`src/rtl/rtl_settings_pkg.sv`:
```
// Shared types for the burst compare engine and its neighbours.
package rtl_settings_pkg;

    // Expected-pattern generators selectable per read burst.
    typedef enum logic [1:0] {
        CMP_FIXED = 2'd0,
        CMP_INC   = 2'd1,
        CMP_ADDR  = 2'd2,
        CMP_INV   = 2'd3
    } cmp_mode_t;

endpackage

```
`src/rtl/burst_compare_engine_if.sv`:
```
// Descriptor push, read-beat and result signals of the burst compare engine.
interface burst_compare_engine_if #(
    parameter int DATA_W  = 64,
    parameter int ADDR_W  = 32,
    parameter int BURST_W = 11
);
    import rtl_settings_pkg::*;

    localparam int DATA_B = DATA_W / 8;
    localparam int BIDX_W = $clog2(DATA_B);

    // Descriptor push from the transmitter and test control.
    logic                     start_test_i;
    logic                     cmp_en_i;
    logic [ADDR_W-1:0]        cmp_addr_i;
    logic [BURST_W-1:0]       cmp_burstcount_i;
    cmp_mode_t                cmp_mode_i;
    logic [7:0]               cmp_seed_i;
    logic [DATA_B-1:0]        cmp_byteenable_i;
    // Read-back beats from the memory.
    logic                     readdatavalid_i;
    logic [DATA_W-1:0]        readdata_i;
    // Results towards the CSR block.
    logic                     queue_full_o;
    logic                     cmp_busy_o;
    logic                     cmp_error_o;
    logic [31:0]              err_cnt_o;
    logic [ADDR_W+BIDX_W-1:0] err_addr_o;
    logic [7:0]               err_data_o;
    logic [7:0]               orig_data_o;
    logic                     ovf_o;
    logic                     unexp_o;

    modport master (
        output start_test_i, cmp_en_i, cmp_addr_i, cmp_burstcount_i, cmp_mode_i,
               cmp_seed_i, cmp_byteenable_i, readdatavalid_i, readdata_i,
        input  queue_full_o, cmp_busy_o, cmp_error_o, err_cnt_o, err_addr_o,
               err_data_o, orig_data_o, ovf_o, unexp_o
    );

    modport slave (
        input  start_test_i, cmp_en_i, cmp_addr_i, cmp_burstcount_i, cmp_mode_i,
               cmp_seed_i, cmp_byteenable_i, readdatavalid_i, readdata_i,
        output queue_full_o, cmp_busy_o, cmp_error_o, err_cnt_o, err_addr_o,
               err_data_o, orig_data_o, ovf_o, unexp_o
    );

endinterface

```
`src/rtl/burst_compare_engine_fifo.sv`:
```
// Generic single-clock FIFO holding outstanding burst descriptors.
// A push while full is accepted only when a pop happens in the same cycle.
module cmp_desc_fifo #(
    parameter  int WIDTH = 8,
    parameter  int DEPTH = 8,
    localparam int PTR_W = $clog2(DEPTH),
    localparam int CNT_W = PTR_W + 1
) (
    input  logic             clk_i,
    input  logic             rst_i,
    input  logic             clr_i,
    input  logic             push_i,
    input  logic             pop_i,
    input  logic [WIDTH-1:0] wdata_i,
    output logic [WIDTH-1:0] rdata_o,
    output logic             full_o,
    output logic             empty_o,
    output logic [CNT_W-1:0] count_o
);

    logic [WIDTH-1:0] mem_q [DEPTH];
    logic [PTR_W-1:0] wr_ptr_q, wr_ptr_d;
    logic [PTR_W-1:0] rd_ptr_q, rd_ptr_d;
    logic [CNT_W-1:0] count_q, count_d;
    logic             do_push, do_pop;

    assign full_o  = (count_q == CNT_W'(DEPTH));
    assign empty_o = (count_q == '0);
    assign count_o = count_q;
    assign rdata_o = mem_q[rd_ptr_q];
    assign do_pop  = pop_i & ~empty_o & ~clr_i;
    assign do_push = push_i & (~full_o | do_pop) & ~clr_i;

    // Next pointer and occupancy values.
    always_comb begin
        // NOTE: every output of this block gets a default first, so no path can infer a latch.
        wr_ptr_d = wr_ptr_q;
        rd_ptr_d = rd_ptr_q;
        count_d  = count_q;
        if (clr_i) begin
            wr_ptr_d = '0;
            rd_ptr_d = '0;
            count_d  = '0;
        end else begin
            if (do_push) wr_ptr_d = wr_ptr_q + PTR_W'(1);
            if (do_pop)  rd_ptr_d = rd_ptr_q + PTR_W'(1);
            count_d = count_q + CNT_W'(do_push) - CNT_W'(do_pop);
        end
    end

    // Pointer and occupancy registers.
    always_ff @(posedge clk_i or negedge rst_i) begin
        // NOTE: non-blocking assignments so every flop samples pre-edge values.
        if (!rst_i) begin
            wr_ptr_q <= '0;
            rd_ptr_q <= '0;
            count_q  <= '0;
        end else begin
            wr_ptr_q <= wr_ptr_d;
            rd_ptr_q <= rd_ptr_d;
            count_q  <= count_d;
        end
    end

    // Descriptor storage.
    always_ff @(posedge clk_i) begin
        // NOTE: storage has no reset; the pointers alone decide which entries are valid.
        if (do_push) mem_q[wr_ptr_q] <= wdata_i;
    end

endmodule

```
`src/rtl/burst_compare_engine.sv`:
```
// Checks read-back beats of many outstanding read bursts against generated patterns.
// Two stages: S1 registers beat, expected vector and mask; S2 compares and records results.
module burst_compare_engine
    import rtl_settings_pkg::*;
#(
    parameter int DATA_W  = 64,
    parameter int ADDR_W  = 32,
    parameter int BURST_W = 11,
    parameter int DEPTH   = 8
) (
    input  logic                  clk_i,
    input  logic                  rst_i,
    burst_compare_engine_if.slave bus
);

    localparam int DATA_B = DATA_W / 8;
    localparam int BIDX_W = $clog2(DATA_B);
    localparam int BA_W   = ADDR_W + BIDX_W;
    localparam int CNT_W  = $clog2(DEPTH) + 1;

    typedef struct packed {
        logic [ADDR_W-1:0]  addr;
        logic [BURST_W-1:0] burstcount;
        cmp_mode_t          mode;
        logic [7:0]         seed;
        logic [DATA_B-1:0]  byteenable;
    } cmp_desc_t;

    // Byte address of byte 0 of beat k, wrapping at the byte-address width.
    function automatic logic [BA_W-1:0] beat_base(cmp_desc_t d, logic [BURST_W-1:0] k);
        return (BA_W'(d.addr) + BA_W'(k)) * BA_W'(DATA_B);
    endfunction

    // Expected value of one byte; all arithmetic is modulo 256.
    function automatic logic [7:0] exp_byte(cmp_mode_t mode, logic [7:0] seed,
                                            logic [BURST_W-1:0] k, int unsigned b,
                                            logic [7:0] ba_lo);
        case (mode)
            CMP_FIXED: return seed;
            CMP_INC:   return seed + 8'(k * DATA_B) + 8'(b);
            CMP_ADDR:  return ba_lo ^ seed;
            default:   return (k[0] ^ 1'(b)) ? ~seed : seed;
        endcase
    endfunction

    // Full expected beat for beat k of descriptor d.
    function automatic logic [DATA_W-1:0] exp_beat(cmp_desc_t d, logic [BURST_W-1:0] k);
        logic [DATA_W-1:0] v;
        logic [BA_W-1:0]   base;
        base = beat_base(d, k);
        for (int unsigned b = 0; b < DATA_B; b++) begin
            v[b*8 +: 8] = exp_byte(d.mode, d.seed, k, b, 8'(base + BA_W'(b)));
        end
        return v;
    endfunction

    cmp_desc_t                   head, new_desc;
    logic [$bits(cmp_desc_t)-1:0] head_bits;
    logic                        fifo_full, fifo_empty;
    logic [CNT_W-1:0]            fifo_count;
    logic [BURST_W-1:0]          bc_eff;
    logic                        beat_ok, do_pop, clr;

    logic [BURST_W-1:0] k_q, k_d;
    logic               s1_vld_q, s1_vld_d;
    logic [DATA_W-1:0]  s1_data_q, s1_data_d, s1_exp_q, s1_exp_d;
    logic [DATA_B-1:0]  s1_mask_q, s1_mask_d;
    logic [BA_W-1:0]    s1_ba_q, s1_ba_d;
    logic [31:0]        cnt_q, cnt_d;
    logic               err_q, err_d, ovf_q, ovf_d, unexp_q, unexp_d;
    logic [BA_W-1:0]    eaddr_q, eaddr_d;
    logic [7:0]         edata_q, edata_d, orig_q, orig_d;

    logic               hit;
    int unsigned        hit_idx;

    assign clr      = bus.start_test_i;
    assign head     = cmp_desc_t'(head_bits);
    assign new_desc = '{addr: bus.cmp_addr_i, burstcount: bus.cmp_burstcount_i,
                        mode: bus.cmp_mode_i, seed: bus.cmp_seed_i,
                        byteenable: bus.cmp_byteenable_i};
    assign bc_eff   = (head.burstcount == '0) ? BURST_W'(1) : head.burstcount;
    assign beat_ok  = bus.readdatavalid_i & ~fifo_empty & ~clr;
    assign do_pop   = beat_ok & (k_q == bc_eff - BURST_W'(1));

    cmp_desc_fifo #(
        .WIDTH ($bits(cmp_desc_t)),
        .DEPTH (DEPTH)
    ) u_desc_fifo (
        .clk_i   (clk_i),
        .rst_i   (rst_i),
        .clr_i   (clr),
        .push_i  (bus.cmp_en_i),
        .pop_i   (do_pop),
        .wdata_i (new_desc),
        .rdata_o (head_bits),
        .full_o  (fifo_full),
        .empty_o (fifo_empty),
        .count_o (fifo_count)
    );

    // S2: lowest enabled byte of the registered beat that differs from its expected value.
    always_comb begin
        hit     = 1'b0;
        hit_idx = 0;
        for (int b = DATA_B - 1; b >= 0; b--) begin
            if (s1_mask_q[b] && (s1_data_q[b*8 +: 8] != s1_exp_q[b*8 +: 8])) begin
                hit     = 1'b1;
                hit_idx = b;
            end
        end
    end

    // Beat counter, S1 load and result updates.
    always_comb begin
        k_d       = k_q;
        s1_vld_d  = 1'b0;
        s1_data_d = bus.readdata_i;
        s1_exp_d  = exp_beat(head, k_q);
        s1_mask_d = head.byteenable;
        s1_ba_d   = beat_base(head, k_q);
        cnt_d     = cnt_q;
        err_d     = err_q;
        eaddr_d   = eaddr_q;
        edata_d   = edata_q;
        orig_d    = orig_q;
        ovf_d     = ovf_q;
        unexp_d   = unexp_q;
        if (clr) begin
            k_d     = '0;
            cnt_d   = '0;
            err_d   = 1'b0;
            eaddr_d = '0;
            edata_d = '0;
            orig_d  = '0;
            ovf_d   = 1'b0;
            unexp_d = 1'b0;
        end else begin
            if (beat_ok) begin
                s1_vld_d = 1'b1;
                k_d      = do_pop ? '0 : k_q + BURST_W'(1);
            end
            if (bus.readdatavalid_i && fifo_empty) unexp_d = 1'b1;
            if (bus.cmp_en_i && fifo_full && !do_pop) ovf_d = 1'b1;
            if (s1_vld_q && hit) begin
                if (cnt_q != '1) cnt_d = cnt_q + 32'd1;
                if (!err_q) begin
                    err_d   = 1'b1;
                    eaddr_d = s1_ba_q + BA_W'(hit_idx);
                    edata_d = s1_data_q[hit_idx*8 +: 8];
                    orig_d  = s1_exp_q[hit_idx*8 +: 8];
                end
            end
        end
    end

    // Control and result registers.
    always_ff @(posedge clk_i or negedge rst_i) begin
        if (!rst_i) begin
            k_q      <= '0;
            s1_vld_q <= 1'b0;
            cnt_q    <= '0;
            err_q    <= 1'b0;
            eaddr_q  <= '0;
            edata_q  <= '0;
            orig_q   <= '0;
            ovf_q    <= 1'b0;
            unexp_q  <= 1'b0;
        end else begin
            k_q      <= k_d;
            s1_vld_q <= s1_vld_d;
            cnt_q    <= cnt_d;
            err_q    <= err_d;
            eaddr_q  <= eaddr_d;
            edata_q  <= edata_d;
            orig_q   <= orig_d;
            ovf_q    <= ovf_d;
            unexp_q  <= unexp_d;
        end
    end

    // S1 payload; only meaningful while s1_vld_q is set.
    always_ff @(posedge clk_i) begin
        s1_data_q <= s1_data_d;
        s1_exp_q  <= s1_exp_d;
        s1_mask_q <= s1_mask_d;
        s1_ba_q   <= s1_ba_d;
    end

    assign bus.queue_full_o = fifo_full;
    assign bus.cmp_busy_o   = (fifo_count != '0) | s1_vld_q;
    assign bus.cmp_error_o  = err_q;
    assign bus.err_cnt_o    = cnt_q;
    assign bus.err_addr_o   = eaddr_q;
    assign bus.err_data_o   = edata_q;
    assign bus.orig_data_o  = orig_q;
    assign bus.ovf_o        = ovf_q;
    assign bus.unexp_o      = unexp_q;

endmodule

```
`src/flat_wrapper.sv`:
```
// flat-port wrapper written by rule: the top's interface ports become plain ports
module burst_compare_engine_flat import rtl_settings_pkg::*;
#(
    parameter int DATA_W  = 64,
    parameter int ADDR_W  = 32,
    parameter int BURST_W = 11,
    parameter int DEPTH   = 8
)
  (clk_i, rst_i, bus_start_test_i, bus_cmp_en_i, bus_cmp_addr_i, bus_cmp_burstcount_i, bus_cmp_mode_i, bus_cmp_seed_i, bus_cmp_byteenable_i, bus_readdatavalid_i, bus_readdata_i, bus_queue_full_o, bus_cmp_busy_o, bus_cmp_error_o, bus_err_cnt_o, bus_err_addr_o, bus_err_data_o, bus_orig_data_o, bus_ovf_o, bus_unexp_o);
  burst_compare_engine_if #(.DATA_W(DATA_W), .ADDR_W(ADDR_W), .BURST_W(BURST_W)) bus_i ();
  input  logic clk_i;
  input  logic rst_i;
  input wire logic [$bits(bus_i.start_test_i)-1:0] bus_start_test_i;
  input wire logic [$bits(bus_i.cmp_en_i)-1:0] bus_cmp_en_i;
  input wire logic [$bits(bus_i.cmp_addr_i)-1:0] bus_cmp_addr_i;
  input wire logic [$bits(bus_i.cmp_burstcount_i)-1:0] bus_cmp_burstcount_i;
  input wire logic [$bits(bus_i.cmp_mode_i)-1:0] bus_cmp_mode_i;
  input wire logic [$bits(bus_i.cmp_seed_i)-1:0] bus_cmp_seed_i;
  input wire logic [$bits(bus_i.cmp_byteenable_i)-1:0] bus_cmp_byteenable_i;
  input wire logic [$bits(bus_i.readdatavalid_i)-1:0] bus_readdatavalid_i;
  input wire logic [$bits(bus_i.readdata_i)-1:0] bus_readdata_i;
  output wire logic [$bits(bus_i.queue_full_o)-1:0] bus_queue_full_o;
  output wire logic [$bits(bus_i.cmp_busy_o)-1:0] bus_cmp_busy_o;
  output wire logic [$bits(bus_i.cmp_error_o)-1:0] bus_cmp_error_o;
  output wire logic [$bits(bus_i.err_cnt_o)-1:0] bus_err_cnt_o;
  output wire logic [$bits(bus_i.err_addr_o)-1:0] bus_err_addr_o;
  output wire logic [$bits(bus_i.err_data_o)-1:0] bus_err_data_o;
  output wire logic [$bits(bus_i.orig_data_o)-1:0] bus_orig_data_o;
  output wire logic [$bits(bus_i.ovf_o)-1:0] bus_ovf_o;
  output wire logic [$bits(bus_i.unexp_o)-1:0] bus_unexp_o;
  assign bus_i.start_test_i = bus_start_test_i;
  assign bus_i.cmp_en_i = bus_cmp_en_i;
  assign bus_i.cmp_addr_i = bus_cmp_addr_i;
  assign bus_i.cmp_burstcount_i = bus_cmp_burstcount_i;
  assign bus_i.cmp_mode_i = bus_cmp_mode_i;
  assign bus_i.cmp_seed_i = bus_cmp_seed_i;
  assign bus_i.cmp_byteenable_i = bus_cmp_byteenable_i;
  assign bus_i.readdatavalid_i = bus_readdatavalid_i;
  assign bus_i.readdata_i = bus_readdata_i;
  assign bus_queue_full_o = bus_i.queue_full_o;
  assign bus_cmp_busy_o = bus_i.cmp_busy_o;
  assign bus_cmp_error_o = bus_i.cmp_error_o;
  assign bus_err_cnt_o = bus_i.err_cnt_o;
  assign bus_err_addr_o = bus_i.err_addr_o;
  assign bus_err_data_o = bus_i.err_data_o;
  assign bus_orig_data_o = bus_i.orig_data_o;
  assign bus_ovf_o = bus_i.ovf_o;
  assign bus_unexp_o = bus_i.unexp_o;
  burst_compare_engine #(.DATA_W(DATA_W), .ADDR_W(ADDR_W), .BURST_W(BURST_W), .DEPTH(DEPTH)) u_core (.clk_i(clk_i), .rst_i(rst_i), .bus(bus_i));
endmodule
```
`config.mk`:
```
export PLATFORM = sky130hd
export DESIGN_NAME = burst_compare_engine_flat
export DESIGN_NICKNAME = d
export VERILOG_FILES = /design/src/rtl/rtl_settings_pkg.sv /design/src/rtl/burst_compare_engine_if.sv /design/src/rtl/burst_compare_engine_fifo.sv /design/src/rtl/burst_compare_engine.sv /design/src/flat_wrapper.sv
export SDC_FILE = /design/constraint.sdc
export NUM_CORES = 1
export LEC_CHECK = 0
export CAP_MARGIN = 20
export CORE_MARGIN = 4
export CORE_UTILIZATION = 50
export DETAILED_ROUTE_END_ITERATION = 10
export PLACE_DENSITY_LB_ADDON = 0.2
export REMOVE_ABC_BUFFERS = 1
export SYNTH_ARGS = -nofsm -noshare
export SYNTH_HDL_FRONTEND = slang
export SYNTH_SLANG_ARGS = --single-unit
export TNS_END_PERCENT = 100
```
`constraint.sdc`:
```
create_clock -name clk_i -period 17.6 [get_ports clk_i]
set_input_delay 1.76 -clock clk_i [delete_from_list [all_inputs] [get_ports clk_i]]
set_output_delay 1.76 -clock clk_i [all_outputs]
set_load 0.02 [all_outputs]
```
==> run_results.csv <==
group,metric,value,unit
yosys,synth-edff-count,488,
detailed_routing,drc_violation_count_after_routing,0,
global_route,maximum_number_of_pins_on_one_net_before_global_route_repair,81,
setup_path,critical_path.reg2reg.startpoint,"u_core.u_desc_fifo.rd_ptr_q[2]$_DFFE_PN0P_",
timing,fmax,0.1359,GHz
floorplanning,design.core.area,62050,um2
detailed_routing,vias,18590,
yosys,yosysWarningCount,0,
floorplanning,initial_core_util,0.5083,
timing,clock-skew-final,23.75,ps
clocking,clock_sink_count,754,
setup_path,worstPathArrival,7600,ps
timing,final_period_minus_worst_setup_slack,7360,ps
placed_design,portBuffers,217,
clocking,post_cts_buffers,0,
clocking,worst_skew_pair.late_latency,620,ps
yosys,synth_cell_type_count,85,
placed_design,placed_cells,3113,
pwr,clock_group_share_of_total_power,0.398,
detailed_routing,route.detailed.vias_per_inst,5.696,
job,maxCapViolations,0,
worst_hold_path,worst_hold_path_type,"reg -> reg",
timing,final_hold_viol_count,0,
placed_design,place.detailed.hpwl,49800,um
pwr,power_after_layout,4.298,mW
pwr,power.internal,3.243,mW
yosys,postSynthCellCount,2134,
worst_hold_path,hp-start,"u_core.s1_ba_q[34]$_DFF_P_",
final_layout,layout.cells.most_common,"edfxtp_1",
timing,finalSetupViolCount,0,
clocking,numCtsBuffers,78,
setup_path,crit_type,"reg -> reg",
pwr,p_leak,12.97,nW
outcome,run_status,"finished clean",
yosys,asr_flop_ratio_synth,0.1432,
clocking,cts-htree-levels,3,
setup_path,setup.worst_path.start,"u_core.u_desc_fifo.rd_ptr_q[2]$_DFFE_PN0P_",
placed_design,finalWeightedCongestion,0.8837,
floorplanning,placement_rows,91,
detailed_routing,post_detailed_routing_wire_length,75680,um
yosys,number_of_synthesized_register_bits,754,
clocking,post_cts_hold_buffers,0,
floorplanning,floorplan_die_area,67160,um2
final_layout,final_net_count,2527,
floorplanning,die_width,259.2,um
timing,remaining_max_slew_budget_at_the_tightest_pin,0.2822,
pwr,power.switching_fraction,0.2453,
floorplanning,floorplan.io_pins,218,
clocking,post_cts_resize_count,0,
global_route,globalRouteOverflowTotal,0,
yosys,yosysSeqAreaShare,0.6506,
yosys,synthesis.area,31540,um2
setup_path,worstPathRequired,17840,ps
clocking,cts_tree,"yes",
detailed_routing,detailedRoute.firstIterationViolations,1493,
final_layout,post_route_cells_drive_above_1_share,0.1419,
timing,post_route_hold_slack,429.0,ps
timing,slew_viol_final,0,
setup_path,timing.critical_path.from_type,"register",
pwr,power.ir.vdd_worst,0.07993,mV
global_route,grt_first_pass_wirelength,115200,um
final_layout,layout.cells.most_common_list,"edfxtp_1 (488), clkdlybuf4s50_1 (215), nand2_1 (168), dfxtp_1 (158), xnor2_1 (148)",
detailed_routing,ant_nets,0,
pwr,power.combinational.fraction,0.122,
clocking,path_clk_slew,60,ps
pwr,power_frac_seq,0.480,
setup_path,critical_path.endpoint_type,"register",
timing,worst_pin_slew,1069,ps
global_route,grt_pass1_vias,18910,
detailed_routing,drt-pass1-iter-count,5,
final_layout,final-instance-count-excl-fill,3263,
yosys,syn_avg_cell_area,14.78,um2
detailed_routing,routedWlPerCell,23.19,um
setup_path,worst-path-max-fanout,49,
timing,setup_tns,0,ps
clocking,max-clock-path-buffers,3,
clocking,clock-root-buffer,"clkbuf_16",
yosys,synth_top_flop_cell,"edfxtp_1",
global_route,initial_antenna_violation_count,3,
final_layout,area_delta_synth_final,18.16,%
pwr,power_switching,1.054,mW
pwr,pwr_density_cell,115.3,nW/um2
timing,rsz0062_at_grt,"false",
floorplanning,chipHeight,259.2,um
timing,part_of_the_cycle_the_worst_path_needs,0.4182,
final_layout,n_fill_cell,4685,
global_route,global_routing_usage_summed_across_all_routing_layers,0.2249,
## through the flow
step | setup WS (ps) | instance area (um2) | utilization
6_report | 10240 | 37270 | 0.6005
5_1_grt | 9780 | 37270 | 0.6005
4_1_cts | 10220 | 37200 | 0.5995
3_5_place_dp | 10240 | 34470 | 0.5555
3_3_place_gp | 10440 | 34450 | 0.5552
2_1_floorplan | 5887 | 31010 | -
## path summary, 6_finish.rpt
check,to,depth (start not counted),slack (ps)
worst min-delay path,u_core.bus.err_addr_o[34]$_DFFE_PN0P_,2,430
worst max-delay path,u_core.u_desc_fifo.mem_q[7][53]$_DFFE_PP_,17,10240
worst min register to register,u_core.bus.err_addr_o[34]$_DFFE_PN0P_,2,430
worst max register to register,u_core.u_desc_fifo.mem_q[7][53]$_DFFE_PP_,17,10240
max in group asynchronous,u_core.u_desc_fifo.rd_ptr_q[2]$_DFFE_PN0P_,3,15270
min in group asynchronous,u_core.bus.orig_data_o[1]$_DFFE_PN0P_,1,1150
## power by group through the flow
stage	clock, mW	combinational [mW]	sequential, mW
finish	1.71	0.525	2.06
global route	1.83	0.570	2.07
CTS	1.74	0.526	2.06
detailed placement	0	0.522	2.10
global placement	0	0.514	2.10
floorplan	0	0.308	2.09
## final cells by class
class | count | area [um2] | share of cell area
Timing Repair Buffer | 245 | 2421 | 0.06497
Tap cell | 837 | 1047 | 0.02810
Antenna cell | 2 | 5.005 | 0.0001343
Clock inverter | 36 | 496.7 | 0.01333
Inverter | 38 | 142.6 | 0.003828
Clock buffer | 109 | 2231 | 0.05986
Multi-Input combinational cell | 1242 | 10390 | 0.2788
Sequential cell | 754 | 20530 | 0.5509
## kinds of logic (layout without fill, tap and decap cells)
kind of cell,Yosys count,after routing,share of synthesized area
compound gates,257,257,0.05150
xor+xnor,189,189,0.05249
fa+ha+maj,38,38,0.01579
buf+inv,138,428,0.02118
flops,754,754,0.6506
mux,262,262,0.1323
other cells,0,2,0
simple gates,496,496,0.07617
## Yosys cell counts, drive strengths merged, types with 3 or more instances
cell / instances / share of area
nor3: 29 / 0.0048
a31oi: 12 / 0.0029
or3b: 3 / 0.00083
fa: 3 / 0.0019
nand3: 60 / 0.0097
nand2b: 13 / 0.0026
o211ai: 8 / 0.0021
a31o: 3 / 0.00083
a41oi: 3 / 0.0014
nor2: 107 / 0.013
o32ai: 3 / 0.00083
and4b: 3 / 0.00095
edfxtp: 488 / 0.46
mux2: 32 / 0.011
o21bai: 3 / 0.00083
a22oi: 30 / 0.0071
or2: 5 / 0.00099
and2: 7 / 0.0015
mux2i: 111 / 0.036
a211oi: 3 / 0.00071
a21o: 8 / 0.0019
nand2: 168 / 0.020
mux4: 119 / 0.085
dfrtp: 108 / 0.086
xnor2: 148 / 0.041
o21ai: 40 / 0.0063
a21oi: 119 / 0.019
ha: 35 / 0.014
dfxtp: 158 / 0.10
buf: 48 / 0.010
and3: 16 / 0.0032
nand3b: 5 / 0.0012
nor2b: 15 / 0.0030
or3: 11 / 0.0022
nor4: 6 / 0.0012
inv: 37 / 0.0044
and4: 9 / 0.0025
clkbuf: 52 / 0.0062
nand4: 30 / 0.0064
xor2: 41 / 0.011
## flip-flops by register name, summed over array words and instances (netlist names)
| signal | cells |
|---|---|
| u_core.bus.unexp_o | 1 |
| u_core.bus.err_data_o | 8 |
| u_core.bus.cmp_error_o | 1 |
| u_core.s1_ba_q | 32 |
| u_core.u_desc_fifo.rd_ptr_q | 3 |
| u_core.bus.err_addr_o | 35 |
| u_core.s1_mask_q | 8 |
| u_core.u_desc_fifo.mem_q | 488 |
| u_core.u_desc_fifo.wr_ptr_q | 3 |
| u_core.s1_exp_q | 54 |
| u_core.u_desc_fifo.count_o | 4 |
| u_core.bus.ovf_o | 1 |
| u_core.s1_data_q | 64 |
| u_core.k_q | 11 |
| u_core.s1_vld_q | 1 |
| u_core.bus.err_cnt_o | 32 |
| u_core.bus.orig_data_o | 8 |
## routing by layer
metal / global-route usage / up-vias / share of wire
li1: - / 8457 / -
met1: 0.3113 / 9417 / 0.43
met2: 0.3720 / 598 / 0.49
met3: 0.03765 / 114 / 0.055
met4: 0.06416 / 0 / 0.027
met5: 0 / - / 0
## critical path, cell delays in order (launching register included)
cell and delay, ps:
dfrtp_4 980, buf_4 700, mux2_1 410, or3b_1 420
a41oi_4 350, and2_1 240, a21boi_0 170, ha_1 340
xnor2_1 140, nor2_1 200, nand4b_1 130, nor4_1 230
o32ai_1 130, and3b_1 280, nand4_4 360, a21oi_4 370
and4_2 890, buf_4 590
Power figures use the tool's default switching activity.
